[config.mk]
export PLATFORM = sky130hd
export DESIGN_NAME = prog_counter
export DESIGN_NICKNAME = d
export VERILOG_FILES = /design/src/rtl/counter_pkg.sv /design/src/rtl/prog_counter_tick_gen.sv /design/src/rtl/prog_counter.sv
export SDC_FILE = /design/constraint.sdc
export NUM_CORES = 1
export LEC_CHECK = 0
export CORE_ASPECT_RATIO = 1.5
export CORE_MARGIN = 3
export CORE_UTILIZATION = 61
export DETAILED_ROUTE_END_ITERATION = 6
export HOLD_SLACK_MARGIN = 0.05
export MAX_ROUTING_LAYER = met4
export PLACE_DENSITY = 0.95
export SKIP_LAST_GASP = 1
export SYNTH_ARGS = -nofsm -noshare
export SYNTH_HDL_FRONTEND = slang
export SYNTH_SLANG_ARGS = --single-unit
[constraint.sdc]
create_clock -name clk -period 10.05 [get_ports clk]
set_input_delay 2.01 -clock clk [delete_from_list [all_inputs] [get_ports clk]]
set_output_delay 2.01 -clock clk [all_outputs]
set_load 0.005 [all_outputs]
[src/rtl/counter_pkg.sv]
// Shared definitions for the programmable counter family.
//
// counter_mode_t is the 3-bit mode encoding that every counter user drives
// onto its mode input. Encodings 5..7 are not named here; consumers treat them
// as MODE_UP.
package counter_pkg;

  typedef enum logic [2:0] {
    MODE_UP       = 3'd0,
    MODE_DOWN     = 3'd1,
    MODE_UPSAT    = 3'd2,
    MODE_DOWNSAT  = 3'd3,
    MODE_PINGPONG = 3'd4
  } counter_mode_t;

  // Map a raw mode field onto the enum, folding unused encodings onto UP.
  function automatic counter_mode_t decode_mode(input logic [2:0] raw);
    counter_mode_t m;
    if (raw > 3'd4) m = MODE_UP;
    else            m = counter_mode_t'(raw);
    return m;
  endfunction

endpackage

[src/rtl/prog_counter_tick_gen.sv]
// Prescaler for prog_counter: produces one tick every prescale_i+1 enabled
// cycles.
//
// Ports:
//   clk_i       clock, all state on rising edge
//   rst_i       synchronous active-high reset (prescaler <= 0)
//   en_i        advance enable; low freezes the prescaler
//   clear_i     restart the prescaler from 0
//   hold_i      suppress ticks (bad bound configuration)
//   prescale_i  divide ratio minus one
//   tick_o      combinational tick, high in the cycle an update is taken
module tick_gen #(
  parameter int PRE_W = 8
) (
  input  logic             clk_i,
  input  logic             rst_i,
  input  logic             en_i,
  input  logic             clear_i,
  input  logic             hold_i,
  input  logic [PRE_W-1:0] prescale_i,
  output logic             tick_o
);

  logic [PRE_W-1:0] pre_q, pre_d;

  // '>=' rather than '==' so that lowering prescale_i below the current
  // prescaler value produces a tick instead of a full rollover.
  assign tick_o = en_i & (pre_q >= prescale_i) & ~hold_i;

  always_comb begin
    pre_d = pre_q;
    if (clear_i) begin
      pre_d = '0;
    end else if (tick_o) begin
      pre_d = '0;
    end else if (en_i && (pre_q != '1)) begin
      // Saturate while ticks are held off so the prescaler never wraps back
      // to a small value and delays the first tick after the hold clears.
      pre_d = pre_q + 1'b1;
    end
  end

  always_ff @(posedge clk_i) begin
    if (rst_i) pre_q <= '0;
    else       pre_q <= pre_d;
  end

endmodule

[src/rtl/prog_counter.sv]
// Runtime-programmable, prescaled event/timebase counter.
//
// Ports:
//   clk, rst            clock; synchronous active-high reset
//   en                  advance enable (freezes prescaler and count when low)
//   clear               count <= min_i, prescaler <= 0, dir <= up
//   load, load_val      count <= load_val (any value, even out of range)
//   mode_i              counter_mode_t (5..7 behave as UP)
//   min_i, max_i        inclusive unsigned bounds
//   step_i              increment per tick
//   prescale_i          tick every prescale_i+1 enabled cycles
//   count               registered count
//   tick                combinational, high when a count update is taken
//   wrap                registered pulse aligned with the post-wrap count
//   sat                 saturated at the active bound in UPSAT/DOWNSAT
//   dir                 direction of the next step (1 = up)
//   cfg_err             min_i > max_i; ticks are suppressed
module prog_counter
  import counter_pkg::*;
#(
  parameter int               WIDTH   = 8,
  parameter int               PRE_W   = 8,
  parameter logic [WIDTH-1:0] RST_VAL = '0
) (
  input  logic             clk,
  input  logic             rst,
  input  logic             en,
  input  logic             clear,
  input  logic             load,
  input  logic [WIDTH-1:0] load_val,
  input  logic [2:0]       mode_i,
  input  logic [WIDTH-1:0] min_i,
  input  logic [WIDTH-1:0] max_i,
  input  logic [WIDTH-1:0] step_i,
  input  logic [PRE_W-1:0] prescale_i,
  output logic [WIDTH-1:0] count,
  output logic             tick,
  output logic             wrap,
  output logic             sat,
  output logic             dir,
  output logic             cfg_err
);

  logic [WIDTH-1:0] count_q, count_d;
  logic             dir_q, dir_d;
  logic             wrap_q, wrap_d;

  counter_mode_t    mode;
  logic             go_up;
  logic             out_of_range;
  // One extra bit on every sum so bound comparisons never see an overflow.
  logic [WIDTH:0]   count_x, max_x, sum_x, floor_x;
  logic [WIDTH-1:0] diff;

  assign mode    = decode_mode(mode_i);
  assign cfg_err = (min_i > max_i);

  tick_gen #(.PRE_W(PRE_W)) u_tick_gen (
    .clk_i      (clk),
    .rst_i      (rst),
    .en_i       (en),
    .clear_i    (clear),
    .hold_i     (cfg_err),
    .prescale_i (prescale_i),
    .tick_o     (tick)
  );

  // Only ping-pong keeps its own direction; other modes imply it.
  assign go_up = (mode == MODE_PINGPONG) ? dir_q
               : ((mode == MODE_UP) || (mode == MODE_UPSAT));

  assign count_x      = {1'b0, count_q};
  assign max_x        = {1'b0, max_i};
  assign sum_x        = count_x + {1'b0, step_i};
  assign floor_x      = {1'b0, min_i} + {1'b0, step_i};
  // Only used on paths where count_q >= min_i + step_i, so it cannot underflow.
  assign diff         = count_q - step_i;
  assign out_of_range = (count_q < min_i) || (count_q > max_i);

  always_comb begin
    count_d = count_q;
    dir_d   = dir_q;
    wrap_d  = 1'b0;
    if (clear) begin
      count_d = min_i;
      dir_d   = 1'b1;
    end else if (load) begin
      count_d = load_val;
    end else if (tick && (step_i != '0)) begin
      if (out_of_range) begin
        // Re-enter the window at the bound the count is heading from.
        count_d = go_up ? min_i : max_i;
      end else begin
        case (mode)
          MODE_UP: begin
            if (sum_x > max_x) begin
              count_d = min_i;
              wrap_d  = 1'b1;
            end else begin
              count_d = sum_x[WIDTH-1:0];
            end
          end
          MODE_DOWN: begin
            if (count_x < floor_x) begin
              count_d = max_i;
              wrap_d  = 1'b1;
            end else begin
              count_d = diff;
            end
          end
          MODE_UPSAT: begin
            count_d = (sum_x > max_x) ? max_i : sum_x[WIDTH-1:0];
          end
          MODE_DOWNSAT: begin
            count_d = (count_x < floor_x) ? min_i : diff;
          end
          MODE_PINGPONG: begin
            if (dir_q) begin
              if (sum_x >= max_x) begin
                count_d = max_i;
                dir_d   = 1'b0;
                wrap_d  = 1'b1;
              end else begin
                count_d = sum_x[WIDTH-1:0];
              end
            end else begin
              if (count_x <= floor_x) begin
                count_d = min_i;
                dir_d   = 1'b1;
                wrap_d  = 1'b1;
              end else begin
                count_d = diff;
              end
            end
          end
          default: begin
            count_d = count_q;
          end
        endcase
      end
    end
  end

  always_ff @(posedge clk) begin
    if (rst) begin
      count_q <= RST_VAL;
      dir_q   <= 1'b1;
      wrap_q  <= 1'b0;
    end else begin
      count_q <= count_d;
      dir_q   <= dir_d;
      wrap_q  <= wrap_d;
    end
  end

  assign count = count_q;
  assign wrap  = wrap_q;
  assign dir   = go_up;
  assign sat   = ((mode == MODE_UPSAT)   && (count_q == max_i)) ||
                 ((mode == MODE_DOWNSAT) && (count_q == min_i));

endmodule

**After elaboration in Yosys (flattened, before gate mapping)**

Cells that the tools add are included.

- Input port bits: 48
- Flip-flop bits (word level): 18
- Output and inout port bits: 13
- Logic and storage cells: 69

- $lt $le $gt $ge: 9
- Reduce and logical (&&, ||, !) cells: 16
- Eq/ne operators: 7
- Add/subtract/negate cells: 4
- Bitwise logic cells: 6
- Multiplexer cells: 23

Operator list:

| cell | count |
|---|---|
| $mux 8 | 12 |
| $pmux 8 s5 | 1 |
| $add 8x8->9 | 2 |
| $eq 8x8->1 | 2 |
| $gt 8x8->1 | 2 |
| $reduce_bool 8->1 | 2 |
| $ge 9x8->1 | 1 |
| $gt 9x8->1 | 1 |
| $le 8x9->1 | 1 |
| $lt 8x9->1 | 1 |
| $add 8x1->8 const B | 1 |
| $ge 8x8->1 | 1 |
| $lt 8x8->1 | 1 |
| $mux 1 | 8 |
| $ne 8x8->1 const B | 1 |
| $sub 8x8->8 | 1 |
| $eq 3x2->1 const B | 2 |
| $reduce_or 5->1 | 1 |
| $logic_and 1x1->1 | 4 |
| $not 1->1 | 4 |
| $reduce_and 4->1 | 1 |
| $eq 3x1->1 const B | 1 |
| $eq 3x3->1 const B | 1 |
| $gt 3x3->1 const B | 1 |
| other kinds (9) | 12 |

**Longest topological paths before layout**

Gate-level depths: netlist of run 1.

- Depth in word-level cells: 10
- Depth in mapped cells: 19
- Mapped depth without buffers: 17

**Cells and area by module**

From an unflattened synthesis of run 1, not the netlist that was laid out.

- Cells, all modules: 540
- Area total of the unflattened synthesis: 4215.3 sq um

Modules (own cells, without submodules):

| module | times used | cells an instance | sequential area each (sq um) | area an instance (sq um) |
|---|---|---|---|---|
| prog_counter | 1 | 465 | 200.2 | 3559.7 |
| tick_gen | 1 | 75 | 160.2 | 655.6 |

**Least setup slack after synthesis of run 1**

No wires, ideal clock.

- Kind: input to register
- Start: in step_i[2]
- End: reg count_q[1], in the netlist count[1]
- Stages: 17
- Data arrival time: 5308 ps
- Setup slack: 4626 ps
- Setup time: 116 ps
- Data required time: 9934 ps
- Buffers on the path: 2
- Path through: inv_1 -> ha_1 -> buf_2 -> nand2b_1 -> a2111oi_0 -> a211o_2 -> xor2_1 -> inv_1 -> ha_1 -> nand3_1 -> o21a_1 -> a211oi_4 -> buf_6 -> mux2_2 -> a21oi_1 -> o211ai_1 -> a31o_2

- Longest elaborated chain between the ends: 9
- Elaborated cells on any way between the ends: 22
- Classes of those cells: 2 x add/sub; 4 x order compare; 12 x mux; 4 x reduce/logical

RTL lines:

| element | line | text |
|---|---|---|
| start, declared | prog_counter.sv:34 | `input logic [WIDTH-1:0] step_i,` |
| $add 8x8->9, on equally long branches | prog_counter.sv:75, prog_counter.sv:74 |  |
| $le 8x9->1 / $ge 9x8->1 (equally long branches) | prog_counter.sv:127, prog_counter.sv:119 |  |
| $mux 8, on equally long branches | prog_counter.sv:127, prog_counter.sv:119 |  |
| $mux 8 | prog_counter.sv:118 | `if (dir_q) begin` |
| $pmux 8 s5 | prog_counter.sv:94 | `case (mode)` |
| $mux 8 | prog_counter.sv:90 | `if (out_of_range) begin` |
| $mux 8 | prog_counter.sv:89 | `end else if (tick && (step_i != '0)) begin` |
| $mux 8 | prog_counter.sv:87 | `end else if (load) begin` |
| $mux 8 | prog_counter.sv:84 | `if (clear) begin` |
| end signal, assigned | prog_counter.sv:150 | `count_q <= count_d;` |
| end, declared | prog_counter.sv:44 | `logic [WIDTH-1:0] count_q, count_d;` |

Several ways; a longest one is shown, not always the timed one. The select of a mux whose other input is x is not followed.
A chain may end at the register's enable or synchronous reset.

**Worst setup path in the final report of run 1**

- Start: in max_i[6]
- End: out tick

- Longest elaborated chain between the ends: 3

RTL lines:

| element | line | text |
|---|---|---|
| start, declared | prog_counter.sv:33 | `input logic [WIDTH-1:0] max_i,` |
| $gt 8x8->1 | prog_counter.sv:56 | `assign cfg_err = (min_i > max_i);` |
| $not 1->1 | prog_counter_tick_gen.sv:28 | `assign tick_o = en_i & (pre_q >= prescale_i) & ~hold_i;` |
| $and 1x1->1 | prog_counter_tick_gen.sv:28 |  |
| end, declared | prog_counter.sv:37 | `output logic tick,` |

No other way between the ends.

==> results of run 1 <==
-- state kept, by name, summed over array words and instances, names as in the netlist --
| name | flops |
|---|---|
| wrap | 1 |
| dir_q | 1 |
| count | 8 |
| u_tick_gen.pre_q | 8 |
-- worst max path at each step --
| stage | start | to | slack [ns] | cells past startpoint |
|---|---|---|---|---|
| 3_3_place_gp | step_i[3] | count[0] | 3.29 | 15 |
| 3_5_place_dp | step_i[2] | count[5] | 3.12 | 16 |
| 4_1_cts | max_i[6] | tick | 3.28 | 9 |
| 2_1_floorplan | step_i[2] | count[1] | 4.63 | 17 |
| 6_report | max_i[6] | tick | 3.24 | 9 |
| 5_1_grt | step_i[2] | count[0] | 2.91 | 15 |
-- critical path: stages --
cell	delay, ns
clkdlybuf4s50_1	0.59
inv_1	0.19
ha_1	0.35
nand3_1	0.12
nor3_1	0.34
o221ai_1	0.15
a21oi_1	0.35
and2_1	0.20
clkdlybuf4s50_1	0.50
-- metal layers --
metal	vias to the layer above	track usage, %
met4	0	30.0
met5	-	-
li1	2030	-
met1	2055	40.2
met2	282	64.9
met3	120	7.06
-- stage by stage --
step	utilization [%]	std cells	area [sq um]	hold slack (ns)	setup slack, ns
3_5_place_dp	73.7	637	4580	0.534	3.12
5_1_grt	74.6	641	4640	0.621	2.91
2_1_floorplan	-	519	3950	0.498	4.63
3_3_place_gp	73.7	637	4580	0.519	3.29
4_1_cts	74.6	641	4640	0.554	3.28
6_report	74.6	641	4640	0.566	3.24
-- Yosys cell counts (all sizes together), types with 8 or more instances --
| cell | instances |
|---|---|
| clkbuf | 11 |
| nand2b | 8 |
| xor2 | 11 |
| buf | 10 |
| inv | 46 |
| ha | 72 |
| mux2i | 27 |
| dfxtp | 18 |
| nand3 | 13 |
| o21ai | 25 |
| a21oi | 38 |
| nor3 | 18 |
| nand2 | 29 |
| a31oi | 9 |
| a211oi | 9 |
| nor2 | 37 |
| xnor2 | 15 |
| nor2b | 10 |
-- cells by family (layout without fill, tap and decap cells) --
logic type                 count (synthesis)  after routing  share of synthesized area, %
muxes                                     32             32                          8.28
DFF                                       18             18                          9.13
and+or+nand+nor                          147            147                          19.0
buffers and inverters                     67            115                          6.75
adders and majority gates                 75             75                          24.3
xor gates and xnor gates                  26             26                          5.77
AOI/OAI and AO/OA                        154            154                          26.7
-- cell type report --
class	instances	area [sq um]
inverter	46	173
clock buffer	4	55.1
tap	74	92.6
sequential	18	360
timing repair buffer	65	638
fill	492	1580
multi-input combinational	434	3320
-- power breakdown --
group	switching (W)	internal (W)	total, W	leakage [nW]
registers	0.0000104	0.0000747	0.0000851	0.147
clock network	0.0000314	0.0000350	0.0000663	0.0288
logic	0.000180	0.000134	0.000314	1.94
total	0.000222	0.000243	0.000465	2.11
==> results.json, run 1 <==
{
  "grt_pass1_vias": 4601,
  "fin_crit_sh_pct": 67.8,
  "num_antenna_cells": 0,
  "coreArea_sq_um": 6220,
  "outcome": "completed",
  "rsz0062_at_grt": "false",
  "seq_area_frac_synth_pct": 9.13,
  "grt_max_degree": 23,
  "cts_buffer_depth": 2,
  "holdPathEnd": "u_tick_gen.pre_q[5]",
  "syn-cell-area_sq_um": 3950,
  "worstSetupEndpointType": "output port",
  "max-vdd-ir-drop_mv": 0.0836,
  "yosysTopAreaCell": "ha_1",
  "cts_setup_buffers": 0,
  "track_usage_pct": 39.3,
  "num_rows": 35,
  "clk_latency_ns": 0.27,
  "cap_violations": 0,
  "hold_depth": 2,
  "hold_viol": 0,
  "reg2reg_slack_ns": 5.07,
  "start_util_pct": 63.5,
  "reg2reg_depth": 13,
  "vias": 4487,
  "cts_sinks": 18,
  "synthFlopType": "dfxtp_1",
  "ctsResizeCount": 0,
  "timing.slew.headroom_pct": 33.1,
  "syn_to_final_growth_pct": 17.5,
  "drv_slew": 0,
  "final.setup.tns_ns": 0,
  "drive_above_1_share_pct": 5.11,
  "die_height_um": 105,
  "max_slew.worst_pin.slew_ns": 1.00,
  "avgRoutedWirePerCell_um": 22.2,
  "wl_met3_um": 997,
  "grt_pass1_wl_mm": 22.6,
  "holdCritPathClass": "register to register",
  "reg2reg_to": "count[0]",
  "io_buffers": 60,
  "synth_cells": 519,
  "period_needed_ns": 6.81,
  "synth.area.top_cells": "ha_1 (23%), dfxtp_1 (9.1%), mux2i_1 (6.8%)",
  "synth_edf_count": 0,
  "clkSlewWorstSetupHoldPaths_ns": 0.08,
  "drtAntennaViolNets": 0,
  "yosysWarningCount": 0,
  "wirelength_mm": 14.2,
  "h-tree-depth": 1,
  "min_from": "u_tick_gen.pre_q[5]",
  "drt_first_pass_iters": 6,
  "synth_nets": 642,
  "wl_met1_mm": 5.05,
  "r2r-start": "count[2]",
  "synthArstFlopShare_pct": 0,
  "drc": 0,
  "ys_seq_elements": 18,
  "die_w_um": 71.7,
  "synth_top_area_share_pct": 22.8,
  "final_nets": 691,
  "layout_commonest_cell": "ha_1",
  "fin_skew_ns": 0.00737,
  "crit_type": "input port to output port",
  "dr_wl_met2_mm": 6.82,
  "hold_buffers": 0,
  "globalplace.congestion": 1.07,
  "power.density_nw_per_um2": 100,
  "dp_hpwl_mm": 11.4,
  "ios": 61,
  "cts_tree": "built",
  "drt_iter0_drc": 389,
  "synth_cell_types": 70,
  "fmax_ghz": 0.147,
  "via_per_inst": 7.00,
  "worstPathArrival_ns": 4.80,
  "grt-ovfl-total": 0,
  "syn_avg_cell_area_sq_um": 7.60,
  "worst-path-max-fanout": 4,
  "final_cell_mix": "ha_1 (72), clkdlybuf4s50_1 (60), inv_1 (44)",
  "cts_buffers": 3,
  "leakage_nw": 2.11,
  "highest_layer": "met4",
  "critPathRequiredTime_ns": 8.04,
  "finalPower_w": 0.000465,
  "setup_violations": 0,
  "die_area_sq_um": 7490,
  "worst_setup_path_start_kind": "input port",
  "cts-root-buf": "clkbuf_8",
  "antenna_found_initial": 0
}
(Power assumes the default switching activity.)
==> inputs of run 2 (changes only) <==
--- a/config.mk
+++ b/config.mk
@@ -7,11 +7,11 @@
 export LEC_CHECK = 0
 export CORE_ASPECT_RATIO = 1.5
 export CORE_MARGIN = 3
-export CORE_UTILIZATION = 61
+export CORE_UTILIZATION = 56
 export DETAILED_ROUTE_END_ITERATION = 6
 export HOLD_SLACK_MARGIN = 0.05
 export MAX_ROUTING_LAYER = met4
-export PLACE_DENSITY = 0.95
+export PLACE_DENSITY = 0.92
 export SKIP_LAST_GASP = 1
 export SYNTH_ARGS = -nofsm -noshare
 export SYNTH_HDL_FRONTEND = slang
==> constraint.sdc (replaced) <==
create_clock -name clk -period 6.4 [get_ports clk]
set_input_delay 1.28 -clock clk [delete_from_list [all_inputs] [get_ports clk]]
set_output_delay 1.28 -clock clk [all_outputs]
set_load 0.005 [all_outputs]
==> results.json, run 2 (same netlist as run 1, synthesis figures left out) <==
{
  "ff_latch_area_sq_um": 360,
  "crit_type": "input port to register",
  "max-vdd-ir-drop_mv": 0.112,
  "fin_skew_ns": 0.00771,
  "die_w_um": 74.5,
  "drv_slew": 0,
  "num_antenna_cells": 0,
  "nFillCells": 585,
  "dp_hpwl_mm": 11.1,
  "hold_viol": 0,
  "multi_input_area_sq_um": 3320,
  "outcome": "completed",
  "max_slew.worst_pin.slew_ns": 1.24,
  "power.density_nw_per_um2": 155,
  "vias": 4440,
  "cts_buffer_depth": 2,
  "h-tree-depth": 1,
  "clkSlewWorstSetupHoldPaths_ns": 0.08,
  "avgRoutedWirePerCell_um": 21.5,
  "cts-root-buf": "clkbuf_8",
  "hold_buffers": 0,
  "clk_latency_ns": 0.27,
  "crit_slowest_cell": "clkdlybuf4s50_1",
  "num_rows": 36,
  "die_height_um": 109,
  "drt_iter0_drc": 492,
  "worstPathArrival_ns": 5.84,
  "via_per_inst": 6.83,
  "final_cell_mix": "ha_1 (72), clkdlybuf4s50_1 (60), inv_1 (44)",
  "period_needed_ns": 5.67,
  "cts_buffers": 3,
  "coreArea_sq_um": 6670,
  "fin_crit_sh_pct": 88.6,
  "slowest_delay_ns": 0.55,
  "grt_max_degree": 23,
  "finalPower_w": 0.000727,
  "track_usage_pct": 35.9,
  "cts_tree": "built",
  "grt_pass1_wl_mm": 21.7,
  "critPathRequiredTime_ns": 6.57,
  "wirelength_mm": 14.0,
  "timing.slew.headroom_pct": 16.2,
  "cap_violations": 0,
  "die_area_sq_um": 8110,
  "grt_pass1_vias": 4361,
  "instances_no_fill": 650,
  "globalplace.congestion": 1.05,
  "ios": 61,
  "start_util_pct": 59.2,
  "drc": 0,
  "worst_setup_path_start_kind": "input port",
  "drtAntennaViolNets": 0,
  "final_nets": 698,
  "fmax_ghz": 0.176,
  "path_cells": "clkdlybuf4s50_1 -> inv_1 -> ha_1 -> nor2b_1 -> a2111oi_0 -> a211o_2 -> xor2_1 -> inv_1 -> ha_1 -> nand3_1 -> o21a_1 -> a211oi_4 -> buf_4 -> mux2_2 -> a21oi_1 -> o211ai_1 -> a31o_2",
  "ctsResizeCount": 0,
  "leakage_nw": 2.15,
  "drive_above_1_share_pct": 6.27,
  "rsz0062_at_grt": "false",
  "syn_to_final_growth_pct": 18.9,
  "grt-ovfl-total": 0,
  "io_buffers": 60,
  "holdCritPathClass": "register to register",
  "layout_commonest_cell": "ha_1",
  "top_regs": "count: 8 flops, u_tick_gen.pre_q: 8 flops",
  "final.setup.tns_ns": 0,
  "cts_sinks": 18,
  "setup_violations": 0,
  "drt_first_pass_iters": 6,
  "worst_slack_ns": 0.728,
  "antenna_found_initial": 0,
  "preCtsSetupSlack_ns": 0.475,
  "dp_cells": 646,
  "worstSetupEndpointType": "register",
  "cts_setup_buffers": 0,
  "worst-path-max-fanout": 12
}
run 2: changes by cell type in the layout (fill, tap and decap cells not counted), sizes merged:
| cell | before | now |
|---|---|---|
| buf | 5 | 12 |
run 2: power by group:
group | switching (W) | leakage [nW] | internal (W) | total, W
Sequential | 0.0000163 | 0.147 | 0.000117 | 0.000134
Combinational | 0.000278 | 1.97 | 0.000215 | 0.000492
Clock | 0.0000462 | 0.0288 | 0.0000549 | 0.000101
run 2: worst paths after layout:
path / cells after the start / startpoint / slack, ns / endpoint
min: 2 / u_tick_gen.pre_q[1] / 0.56 / u_tick_gen.pre_q[1]
max: 17 / step_i[3] / 0.73 / count[1]
min reg2reg: 2 / u_tick_gen.pre_q[1] / 0.56 / u_tick_gen.pre_q[1]
max reg2reg: 15 / count[3] / 1.75 / count[1]
run 2: final cells by class:
class / instances / share of cell area [%]
inverter: 46 / 3.68
tap: 76 / 2.03
clock buffer: 4 / 1.17
multi-input combinational: 434 / 70.7
timing repair buffer: 72 / 14.7
sequential: 18 / 7.68
run 2: per-stage QoR:
| stage | util (%) | area, sq um | hold WS (ns) |
|---|---|---|---|
| 2_1_floorplan | - | 3950 | 0.498 |
| 3_3_place_gp | 69.6 | 4640 | 0.523 |
| 3_5_place_dp | 69.6 | 4640 | 0.548 |
| 4_1_cts | 70.4 | 4690 | 0.563 |
| 5_1_grt | 70.4 | 4690 | 0.607 |
| 6_report | 70.4 | 4690 | 0.562 |
run 2: per-layer routing:
layer | wire length (um) | vias to the layer above | global-route usage [%]
li1 | - | 2046 | -
met1 | 5150 | 2091 | 41.2
met2 | 6900 | 226 | 59.9
met3 | 999 | 77 | 4.34
met4 | 918 | 0 | 18.8
met5 | 0 | - | -
run 2: worst max-delay path, delay by kind of cell:
kind            cells  cell delay, ns
compound gates      7            1.94
xor+xnor            1            0.25
fa+ha+maj           2            0.71
buf+inv             4            0.99
mux                 1            0.35
simple gates        2            0.32
